$ cat src/rtl/scan_code_pkg.sv
// Shared types and constants for the PS/2 scan-code sequencer.
package scan_code_pkg;

  localparam int unsigned BYTE_W = 8;
  localparam int unsigned SKIP_W = 3;

  localparam logic [BYTE_W-1:0] PREFIX_EXT   = 8'hE0;
  localparam logic [BYTE_W-1:0] PREFIX_BRK   = 8'hF0;
  localparam logic [BYTE_W-1:0] PREFIX_PAUSE = 8'hE1;
  localparam logic [SKIP_W-1:0] PAUSE_SKIP   = 3'd7;

  typedef enum logic [2:0] {
    ST_IDLE    = 3'd0,
    ST_EXT     = 3'd1,
    ST_BRK     = 3'd2,
    ST_EXT_BRK = 3'd3,
    ST_PAUSE   = 3'd4
  } state_e;

  // Last make code that reached the display, used for auto-repeat filtering.
  typedef struct packed {
    logic              valid;
    logic              ext;
    logic [BYTE_W-1:0] code;
  } held_key_t;

endpackage

$ cat src/rtl/seq_timeout_timer.sv
// Saturating idle counter; terminal count flags an abandoned multi-byte sequence.
module seq_timeout_timer #(
  parameter int unsigned MAX_COUNT = 100000
) (
  input  logic clk,
  input  logic reset,
  input  logic clr_i,
  input  logic en_i,
  output logic tc_o
);

  localparam int unsigned         CNT_W   = $clog2(MAX_COUNT + 1);
  localparam logic [CNT_W-1:0]    CNT_MAX = CNT_W'(MAX_COUNT);

  logic [CNT_W-1:0] cnt_q, cnt_d;

  // Clear wins over count; hold at the terminal value instead of wrapping.
  always_comb begin
    cnt_d = cnt_q;
    if (clr_i) begin
      cnt_d = '0;
    end else if (en_i && (cnt_q != CNT_MAX)) begin
      cnt_d = cnt_q + CNT_W'(1);
    end
  end

  // Counter register.
  always_ff @(posedge clk or posedge reset) begin
    if (reset) begin
      cnt_q <= '0;
    end else begin
      cnt_q <= cnt_d;
    end
  end

  assign tc_o = (cnt_q == CNT_MAX);

endmodule

$ cat src/rtl/scan_code_sequencer.sv
// PS/2 scan-code sequencer: strips E0/F0/E1 prefixes, emits one shift strobe per
// key press and one break pulse per release.
// Optional build macro: TYPEMATIC_FILTER_EN suppresses auto-repeat makes of the
// currently held key.
module scan_code_sequencer
  import scan_code_pkg::*;
#(
  parameter int unsigned TIMEOUT_CYCLES = 100000
) (
  input  logic              clk,
  input  logic              reset,
  input  logic              rx_valid,
  input  logic [BYTE_W-1:0] rx_data,
  input  logic              rx_error,
  output logic              shift_en,
  output logic [BYTE_W-1:0] shift_data,
  output logic              shift_ext,
  output logic              break_pulse,
  output logic [BYTE_W-1:0] break_code,
  output logic              busy
);

  state_e            state_q;
  logic [SKIP_W-1:0] skip_q;

  logic accept_c;
  logic is_prefix_c;
  logic key_ext_c;
  logic make_c;
  logic break_c;
  logic pause_done_c;
  logic suppress_c;
  logic tc_c;
  logic timeout_c;

  // Classify the incoming byte against the current parse state.
  always_comb begin
    accept_c     = rx_valid && !rx_error;
    is_prefix_c  = (rx_data == PREFIX_EXT) || (rx_data == PREFIX_BRK) ||
                   (rx_data == PREFIX_PAUSE);
    key_ext_c    = (state_q == ST_EXT) || (state_q == ST_EXT_BRK);
    make_c       = accept_c &&
                   (((state_q == ST_IDLE) && !is_prefix_c) ||
                    ((state_q == ST_EXT) && (rx_data != PREFIX_BRK)));
    break_c      = accept_c && ((state_q == ST_BRK) || (state_q == ST_EXT_BRK));
    pause_done_c = accept_c && (state_q == ST_PAUSE) && (skip_q == SKIP_W'(1));
    timeout_c    = tc_c && busy && !rx_valid;
  end

  seq_timeout_timer #(
    .MAX_COUNT (TIMEOUT_CYCLES)
  ) u_timer (
    .clk   (clk),
    .reset (reset),
    .clr_i (rx_valid),
    .en_i  (busy),
    .tc_o  (tc_c)
  );

`ifdef TYPEMATIC_FILTER_EN
  held_key_t held_q;

  // A make or break matches when it names the same key as the held one.
  always_comb begin
    suppress_c = held_q.valid && (held_q.ext == key_ext_c) && (held_q.code == rx_data);
  end

  // Track the held key: set on a fresh make, cleared by its own break.
  always_ff @(posedge clk or posedge reset) begin
    if (reset) begin
      held_q <= '0;
    end else if (make_c && !suppress_c) begin
      held_q <= held_key_t'{valid: 1'b1, ext: key_ext_c, code: rx_data};
    end else if (break_c && suppress_c) begin
      held_q.valid <= 1'b0;
    end
  end
`else
  assign suppress_c = 1'b0;
`endif

  // Prefix parser with registered strobe outputs.
  always_ff @(posedge clk or posedge reset) begin
    if (reset) begin
      state_q     <= ST_IDLE;
      skip_q      <= '0;
      shift_en    <= 1'b0;
      shift_data  <= '0;
      shift_ext   <= 1'b0;
      break_pulse <= 1'b0;
      break_code  <= '0;
    end else begin
      shift_en    <= 1'b0;
      break_pulse <= 1'b0;

      if (make_c && !suppress_c) begin
        shift_en   <= 1'b1;
        shift_data <= rx_data;
        shift_ext  <= key_ext_c;
      end else if (pause_done_c) begin
        shift_en   <= 1'b1;
        shift_data <= PREFIX_PAUSE;
        shift_ext  <= 1'b0;
      end

      if (break_c) begin
        break_pulse <= 1'b1;
        break_code  <= rx_data;
      end

      if (rx_valid && rx_error) begin
        state_q <= ST_IDLE;
      end else if (rx_valid) begin
        case (state_q)
          ST_IDLE: begin
            if (rx_data == PREFIX_EXT) begin
              state_q <= ST_EXT;
            end else if (rx_data == PREFIX_BRK) begin
              state_q <= ST_BRK;
            end else if (rx_data == PREFIX_PAUSE) begin
              state_q <= ST_PAUSE;
              skip_q  <= PAUSE_SKIP;
            end
          end
          ST_EXT:     state_q <= (rx_data == PREFIX_BRK) ? ST_EXT_BRK : ST_IDLE;
          ST_BRK:     state_q <= ST_IDLE;
          ST_EXT_BRK: state_q <= ST_IDLE;
          ST_PAUSE: begin
            skip_q <= skip_q - SKIP_W'(1);
            if (skip_q == SKIP_W'(1)) begin
              state_q <= ST_IDLE;
            end
          end
          default:    state_q <= ST_IDLE;
        endcase
      end else if (timeout_c) begin
        state_q <= ST_IDLE;
      end
    end
  end

  assign busy = (state_q != ST_IDLE);

endmodule

$ cat config.mk
export PLATFORM = sky130hd
export DESIGN_NAME = scan_code_sequencer
export DESIGN_NICKNAME = d
export VERILOG_FILES = /design/src/rtl/scan_code_pkg.sv /design/src/rtl/seq_timeout_timer.sv /design/src/rtl/scan_code_sequencer.sv
export SDC_FILE = /design/constraint.sdc
export NUM_CORES = 1
export LEC_CHECK = 0
export CAP_MARGIN = 20
export CORE_AREA = 2 2 64 66
export CTS_CLUSTER_DIAMETER = 100
export DETAILED_ROUTE_END_ITERATION = 10
export DIE_AREA = 0 0 66 68
export PLACE_DENSITY = 0.81
export SLEW_MARGIN = 20
export SYNTH_ARGS = -nofsm -noshare
export SYNTH_HDL_FRONTEND = slang
export SYNTH_SLANG_ARGS = --single-unit
$ cat constraint.sdc
create_clock -name clk -period 4.14 [get_ports clk]
set_input_delay 0.828 -clock clk [delete_from_list [all_inputs] [get_ports clk]]
set_output_delay 0.828 -clock clk [all_outputs]
set_load 0.01 [all_outputs]
# Word level (Yosys, flattened, before mapping)
# Index checks and enable logic that the tools add are counted.
[op_classes]
add_sub_neg = 2
n_mux = 22
n_reduce_logical = 27
n_eq_ne = 16
n_bitwise = 1
[op_table]
columns = ["op", "n"]
rows = [
  ["17-bit two-way mux", 2],
  ["3-bit two-way mux", 10],
  ["8-bit equality test (second input constant)", 3],
  ["17-bit by 1-bit adder with 17-bit output (second input constant)", 1],
  ["17-bit equality test (second input constant)", 1],
  ["17-bit != test (second input constant)", 1],
  ["8-bit two-way mux", 2],
  ["1-bit logical AND", 11],
  ["3-bit one-hot mux with 3 select lines", 1],
  ["8-bit != test (second input constant)", 1],
  ["3-bit by 1-bit equality test with 1-bit output (second input constant)", 2],
  ["3-bit by 2-bit equality test with 1-bit output (second input constant)", 2],
  ["6-bit by 3-bit != test with 1-bit output (second input constant)", 1],
  ["3-bit one-hot mux with 2 select lines", 1],
  ["6-bit AND reduction", 1],
  ["2-bit nonzero test", 3],
  ["3-bit nonzero test", 2],
  ["1-bit logical OR", 5],
  ["1-bit two-way mux", 5],
  ["2-bit != test (second input constant)", 2],
  ["4-bit by 2-bit != test with 1-bit output (second input constant)", 1],
  ["3-bit equality test (second input constant)", 1],
  ["1-bit logical NOT", 3],
  ["3-bit logical NOT", 1],
  ["5 further kinds", 5],
]
[totals]
out_inout_bits = 20
inputBits = 12
wordCells = 76
register_bits = 42

# Logic depth before layout (Yosys ltp)
# Gate-level depths: netlist of the first run.
[depth]
word_depth = 8
mapped_depth = 7
ltp_nobuf = 6

# Modules after synthesis
# From an unflattened synthesis of the first run, not the netlist that was laid out.
[hier_totals]
cells_unflattened = 193
hier_area_um2 = 2104.5
[by_module_without_submodules]
columns = ["module", "cells_per_inst", "area_each_um2", "instances", "seq_area_each_um2"]
rows = [
  ["scan_code_sequencer", 98, 1166.1, 1, 625.6],
  ["seq_timeout_timer", 95, 938.4, 1, 425.4],
]

# Worst setup path before layout of the first run
# Ideal clock, no wire load.
[synth_path]
kind = "input to register"
startpoint = "input rx_data[3]"
endpoint = "register shift_data[5]"
path_stages = 5
path_buffers = 0
t_arrival_ns = 2.041
required_time_ns = 4.019
slack_ns = 1.977
path_cell_list = "and4bb_1 a41oi_1 a221oi_2 inv_2 o22a_1"
[synth_between]
elab_chain_len = 8
[synth_rtl]
columns = ["element", "line_no", "source"]
rows = [
  ["start: declaration", "scan_code_sequencer.sv:13", "input logic [BYTE_W-1:0] rx_data,"],
  ["8-bit equality test", "scan_code_sequencer.sv:39", "is_prefix_c = (rx_data == PREFIX_EXT) || (rx_data == PREFIX_BRK) ||"],
  ["1-bit logical OR (2 in series)", "scan_code_sequencer.sv:39", ""],
  ["1-bit logical NOT", "scan_code_sequencer.sv:43", "(((state_q == ST_IDLE) && !is_prefix_c) ||"],
  ["1-bit logical AND", "scan_code_sequencer.sv:43", ""],
  ["1-bit logical OR *", "scan_code_sequencer.sv:43", ""],
  ["1-bit logical AND *", "scan_code_sequencer.sv:42", "make_c = accept_c &&"],
  ["8-bit two-way mux / 2-bit nonzero test (equally long branches)", "n/a", ""],
  ["end signal: assignment", "scan_code_sequencer.sv:98", "shift_data <= rx_data;"],
  ["end: declaration", "scan_code_sequencer.sv:16", "output logic [BYTE_W-1:0] shift_data,"],
]
# Mark *: on every way between the ends. The rest lies on a longest branch, timed or not.
# A chain may end at the register's enable or synchronous reset.

# Worst setup path after layout of the first run
[layout_path]
startpoint = "input rx_valid"
endpoint = "register state_q[0]"
[layout_between]
elab_chain_len = 4
[layout_rtl]
columns = ["element", "line_no", "source"]
rows = [
  ["start: declaration", "scan_code_sequencer.sv:12", "input logic rx_valid,"],
  ["1-bit logical NOT", "scan_code_sequencer.sv:47", "timeout_c = tc_c && busy && !rx_valid;"],
  ["1-bit logical AND", "scan_code_sequencer.sv:47", ""],
  ["3-bit nonzero test (no source line)", "n/a", ""],
  ["3-bit AND reduction (no source line)", "n/a", ""],
  ["end signal: assignment", "scan_code_sequencer.sv:125", "ST_EXT: state_q <= (rx_data == PREFIX_BRK) ? ST_EXT_BRK : ST_IDLE;"],
  ["end: declaration", "scan_code_sequencer.sv:23", "state_e state_q;"],
]
# Parallel ways exist; a longest one is shown, timed or not.

==> results.py, run 1 <==
metrics = {
    "run_status": {
        "status": "finished, final reports clean",
    },
    "synthesis": {
        "ys_async_sr_fraction_pct": 100,
        "avgSynthCellArea_sq_um": 11.1,
        "ys_ff_latch": 42,
        "yosys.area.top_type_share_pct": 51.1,
        "synth_warnings": 0,
        "syn_area_sq_um": 2060,
        "synthTopCellsByArea": "dfrtp_1, mux2_2, nor2_1",
        "synth_most_common_cell": "dfrtp_1",
        "synth_area_leader_cell": "dfrtp_1",
        "synth_nets": 202,
        "synthFlopType": "dfrtp_1",
        "synth_common_cells": "dfrtp_1, nor2_1, mux2_2",
        "synth_enable_flop_cells": 0,
        "yosysUniqueCellTypes": 46,
        "ys_seq_area_share_pct": 51.1,
        "netlist_instances": 186,
    },
    "global_route": {
        "track_usage_pct": 21.8,
        "met2_usage_pct": 31.9,
        "use_met3_pct": 5.76,
        "overflow": 0,
        "antenna_found_initial": 0,
        "grt-busiest-layer": "met2",
        "first_global_vias": 1524,
        "grt_max_degree": 26,
        "grt_use_met1_pct": 31.9,
        "grt_pass1_wl_um": 7310,
    },
    "sta": {
        "period_share_pct": 63.8,
        "skew_ns": 0.00564,
        "hold_violations": 0,
        "max_freq_mhz": 379,
        "max_slew_margin_pct": 38.5,
        "min_period_ns": 2.64,
        "setup_viol": 0,
        "rsz0062_at_grt": "no",
        "tightest_slew_ns": 0.921,
        "final_max_slew_viol_count": 0,
        "final.setup.tns_ns": 0,
    },
    "power_and_ir_drop": {
        "seq_power_share_pct": 45.3,
        "p_leak_nw": 1.06,
        "p_clk_share_pct": 22.2,
        "power.density_nw_per_um2": 482,
        "intPower_mw": 0.840,
        "combPwrFrac_pct": 32.5,
        "p_switching_mw": 0.373,
        "swShare_pct": 30.8,
        "peakVddDrop_mv": 0.314,
    },
    "die": {
        "fp.dieW_um": 66,
        "start_util_pct": 53.3,
        "rows": 23,
        "die-area_sq_um": 4490,
        "die_height_um": 68,
        "ioPinCount": 32,
        "coreArea_sq_um": 3860,
    },
    "min_path": {
        "hold_path_class": "register to register",
    },
    "routing": {
        "first_pass_iters": 4,
        "routedWlPerCell_um": 16.1,
        "initialDrtViolationCount": 127,
        "drc": 0,
        "drt_wl_total_um": 4380,
        "dr_total_vias": 1623,
        "detail-route-antenna-nets": 0,
        "vias_per_cell": 5.95,
    },
    "cells_and_area": {
        "area_delta_synth_final_pct": 22.5,
        "instances_no_fill": 273,
        "drive_above_1_share_pct": 12.1,
        "diodes": 0,
        "final_util_pct": 65.3,
        "fillers": 321,
        "final_nets": 238,
    },
    "placement": {
        "dp_cells": 265,
        "portBuffers": 31,
        "gp_congestion": 0.864,
        "hpwlAfterDp_um": 3230,
    },
    "setup_path": {
        "critPathArrivalTime_ns": 2.85,
        "cp_max_fo": 25,
        "cp_data_required_time_ns": 4.35,
        "slowest_delay_ns": 0.58,
        "path_cells": "clkdlybuf4s50_1 -> buf_4 -> nor4b_1 -> nand4_1 -> or3_1 -> o221ai_1",
        "crit_family": "simple AND/OR/NAND/NOR gates",
        "crit_type": "primary input to register",
        "slowest_stage": "nor4b_1",
        "crit_buf_inv": 2,
        "startpoint_type": "primary input",
        "cp-end-kind": "register",
    },
    "cts": {
        "cts_resized": 0,
        "root_buffer": "clkbuf_8",
        "cts_buffer_depth": 2,
        "cts_tree": "yes",
        "clk_pin_slew_ns": 0.07,
        "cts_max_level": 2,
        "cts_buffers": 5,
        "clock-sinks": 42,
        "hold_buffers": 0,
        "cts_setup_buffers": 0,
        "worstSkewPairLatency_ns": 0.30,
    },
    "job": {
        "maxCapViolCount": 0,
    },
}
[sequential cells by signal, summed over array words and instances, names as in the netlist]
register       flops
u_timer.cnt_q     17
break_code         8
shift_data         8
skip_q             3
state_q            3
break_pulse        1
shift_en           1
shift_ext          1
[worst paths after layout]
kind | end | cells after the start | slack, ns | from
hold reg to reg | shift_data[7] | 1 | 0.50 | shift_data[7]
max in group asynchronous | shift_en | 3 | 2.34 | reset
hold / removal | shift_data[7] | 1 | 0.50 | shift_data[7]
min in group asynchronous | state_q[2] | 2 | 1.03 | reset
setup reg to reg | shift_data[0] | 6 | 2.09 | state_q[0]
setup / recovery | state_q[0] | 6 | 1.50 | rx_valid
[area by class of cell]
cell class / count / area, sq um / share of cell area (%)
multi-input cells: 128 / 942 / 37.4
inverters: 12 / 45.0 / 1.79
clock buffers: 7 / 86.3 / 3.43
flip-flops and latches: 42 / 1050 / 41.7
well taps: 50 / 62.6 / 2.49
clock inverters: 1 / 5.00 / 0.199
repair buffers: 33 / 325 / 12.9
[layer usage]
layer	up-vias	wire, um
li1	777	-
met1	806	2060
met2	33	2040
met3	7	215
met4	0	68
met5	-	0
[power by group through the flow]
stage / clock network, mW / logic (mW) / registers [mW]
2_1_floorplan: 0 / 0.205 / 0.564
3_3_place_gp: 0 / 0.389 / 0.554
3_5_place_dp: 0 / 0.397 / 0.556
4_1_cts: 0.275 / 0.399 / 0.550
5_1_grt: 0.292 / 0.428 / 0.560
6_report: 0.269 / 0.394 / 0.549
[metrics by stage]
| stage | power [mW] | area (sq um) | hold WS [ns] | worst slack (ns) |
|---|---|---|---|---|
| after floorplan | 0.769 | 2060 | 0.481 | 1.98 |
| after global routing | 1.28 | 2520 | 0.527 | 1.32 |
| after detailed placement | 0.953 | 2430 | 0.487 | 1.19 |
| after global placement | 0.943 | 2430 | 0.483 | 1.23 |
| final | 1.21 | 2520 | 0.505 | 1.50 |
| after CTS | 1.22 | 2520 | 0.504 | 1.51 |
[placed cells by master, fill, tap and decap left out, types with 5 or more instances in the layout]
cell type / instances
mux2_2: 11
a21oi_1: 7
dfrtp_1: 42
clkbuf_8: 6
nand4_1: 8
inv_1: 10
nand2_1: 6
a22o_1: 5
nor2_1: 15
clkdlybuf4s50_1: 31
[cell families (layout without fill, tap and decap cells)]
kind of cell	Yosys count	after routing	synth area share (%)
flip-flops	42	42	51.1
multiplexers	12	12	6.51
XOR/XNOR	8	8	3.41
adder cells (fa/ha/maj)	4	4	2.43
AO/OA/AOI/OAI	38	38	14.2
buffers and inverters	16	53	3.04
AND/OR/NAND/NOR	66	66	19.2
No activity file was read; power rests on OpenSTA's default activity.
==> run 2, diff against run 1 <==
--- a/config.mk
+++ b/config.mk
@@ -6,11 +6,11 @@
 export NUM_CORES = 1
 export LEC_CHECK = 0
 export CAP_MARGIN = 20
-export CORE_AREA = 2 2 64 66
+export CORE_AREA = 2 2 66 68
 export CTS_CLUSTER_DIAMETER = 100
 export DETAILED_ROUTE_END_ITERATION = 10
-export DIE_AREA = 0 0 66 68
-export PLACE_DENSITY = 0.81
+export DIE_AREA = 0 0 68 70
+export PLACE_DENSITY = 0.76
 export SLEW_MARGIN = 20
 export SYNTH_ARGS = -nofsm -noshare
 export SYNTH_HDL_FRONTEND = slang
==> constraint.sdc (replaced) <==
create_clock -name clk -period 2.7 [get_ports clk]
set_input_delay 0.54 -clock clk [delete_from_list [all_inputs] [get_ports clk]]
set_output_delay 0.54 -clock clk [all_outputs]
set_load 0.01 [all_outputs]
==> results.py, run 2 (synthesized netlist as in run 1, its figures left out) <==
metrics = {
    "cts": {
        "cts_tree": "yes",
        "hold_buffers": 0,
        "clk_pin_slew_ns": 0.07,
        "cts_buffer_depth": 2,
        "cts_max_level": 2,
        "clock-sinks": 42,
        "cts_setup_buffers": 0,
        "cts_resized": 0,
        "root_buffer": "clkbuf_8",
        "worstSkewPairLatency_ns": 0.29,
        "cts_buffers": 5,
    },
    "sta": {
        "skew_ns": 0.00298,
        "finalWorstSetupSlack_ns": 0.355,
        "period_share_pct": 86.8,
        "final.setup.tns_ns": 0,
        "min_period_ns": 2.34,
        "hold_ws_ns": 0.506,
        "setup_viol": 0,
        "tightest_slew_ns": 0.585,
        "rsz0062_at_grt": "no",
        "max_slew_margin_pct": 60.5,
        "hold_violations": 0,
        "final_max_slew_viol_count": 0,
        "max_freq_mhz": 426,
    },
    "cells_and_area": {
        "layout_commonest_cell": "dfrtp_1",
        "largest_reg_flops": 17,
        "reg_top3": "u_timer.cnt_q x17, break_code x8, shift_data x8",
        "fillers": 343,
        "final_cell_mix": "dfrtp_1, clkdlybuf4s50_1, nor2_1",
        "multi_input_comb_area_sq_um": 942,
        "seqCellArea_sq_um": 1050,
        "drive_above_1_share_pct": 14.1,
        "final_nets": 243,
        "top_register": "u_timer.cnt_q",
        "area_delta_synth_final_pct": 23.8,
        "diodes": 0,
    },
    "die": {
        "coreArea_sq_um": 4140,
        "ioPinCount": 32,
        "die_height_um": 70,
        "fp.dieW_um": 68,
        "start_util_pct": 49.6,
        "rows": 24,
        "die-area_sq_um": 4760,
    },
    "setup_path": {
        "cp-end-kind": "output port",
        "startpoint_type": "register",
        "crit_type": "register to output port",
        "critPathArrivalTime_ns": 1.80,
        "cp_data_required_time_ns": 2.16,
        "cp_max_fo": 9,
    },
    "power_and_ir_drop": {
        "peakVddDrop_mv": 0.414,
        "power_mw": 1.84,
        "power.density_nw_per_um2": 722,
        "p_leak_nw": 1.09,
    },
    "placement": {
        "gp_congestion": 0.887,
        "post-place-ws_ns": 0.160,
        "hpwlAfterDp_um": 3110,
        "portBuffers": 31,
    },
    "global_route": {
        "first_global_vias": 1527,
        "grt_max_degree": 43,
        "grt_pass1_wl_um": 7400,
        "overflow": 0,
        "antenna_found_initial": 0,
        "track_usage_pct": 20.5,
    },
    "routing": {
        "drt_wl_total_um": 4300,
        "detail-route-antenna-nets": 0,
        "routedWlPerCell_um": 15.4,
        "vias_per_cell": 5.76,
        "drc": 0,
        "first_pass_iters": 4,
        "dr_total_vias": 1608,
        "initialDrtViolationCount": 113,
    },
    "job": {
        "maxCapViolCount": 0,
    },
    "run_status": {
        "status": "finished, final reports clean",
    },
    "min_path": {
        "hold_path_class": "register to register",
    },
}
## run 2: cell count changes in the layout (fill, tap and decap cells not counted)
cell,change
buf_4,+5
clkinv_2,+1
clkbuf_8,-1
clkbuf_1,-1
## run 2: area by class of cell
type / instances / area share (%)
Inverter: 12 / 1.77
Sequential cell: 42 / 41.3
Clock buffer: 5 / 2.70
Multi-Input combinational cell: 128 / 37.0
Tap cell: 52 / 2.56
Clock inverter: 2 / 0.393
Timing Repair Buffer: 38 / 14.3
## run 2: path summary, 6_finish.rpt
path                                   from                to  slack, ns  depth (start not counted)
setup / recovery                 state_q[0]              busy       0.36                          3
hold / removal                shift_data[3]     shift_data[3]       0.51                          1
setup reg to reg           u_timer.cnt_q[0]  u_timer.cnt_q[4]       0.62                          6
hold reg to reg               shift_data[3]     shift_data[3]       0.51                          1
max in group asynchronous             reset         skip_q[2]       1.67                          3
min in group asynchronous             reset  u_timer.cnt_q[2]       0.67                          3
## run 2: stage by stage
stage / utilization (%) / area [sq um] / instances
6_report: 61.4 / 2540 / 279
5_1_grt: 61.4 / 2540 / 279
4_1_cts: 61.4 / 2540 / 279
3_5_place_dp: 59.5 / 2470 / 272
3_3_place_gp: 59.5 / 2470 / 272
2_1_floorplan: - / 2060 / 186
## run 2: power by group
part | internal [mW] | switching [mW] | leakage, nW
Combinational | 0.341 | 0.280 | 0.494
Clock | 0.173 | 0.205 | 0.0438
Sequential | 0.750 | 0.0871 | 0.549
## run 2: worst max-delay path: stages, from the launching register on
cell and delay, ns:
dfrtp_1 0.48, nor3_2 0.37, inv_2 0.16, clkdlybuf4s50_1 0.51
## run 2: metal layers
| metal | GRT usage (%) | wire (um) | vias to the layer above |
|---|---|---|---|
| li1 | - | - | 782 |
| met1 | 30.5 | 2080 | 780 |
| met2 | 29.1 | 1970 | 40 |
| met3 | 4.99 | 189 | 6 |
| met4 | 7.11 | 70 | 0 |
| met5 | 0 | 0 | - |
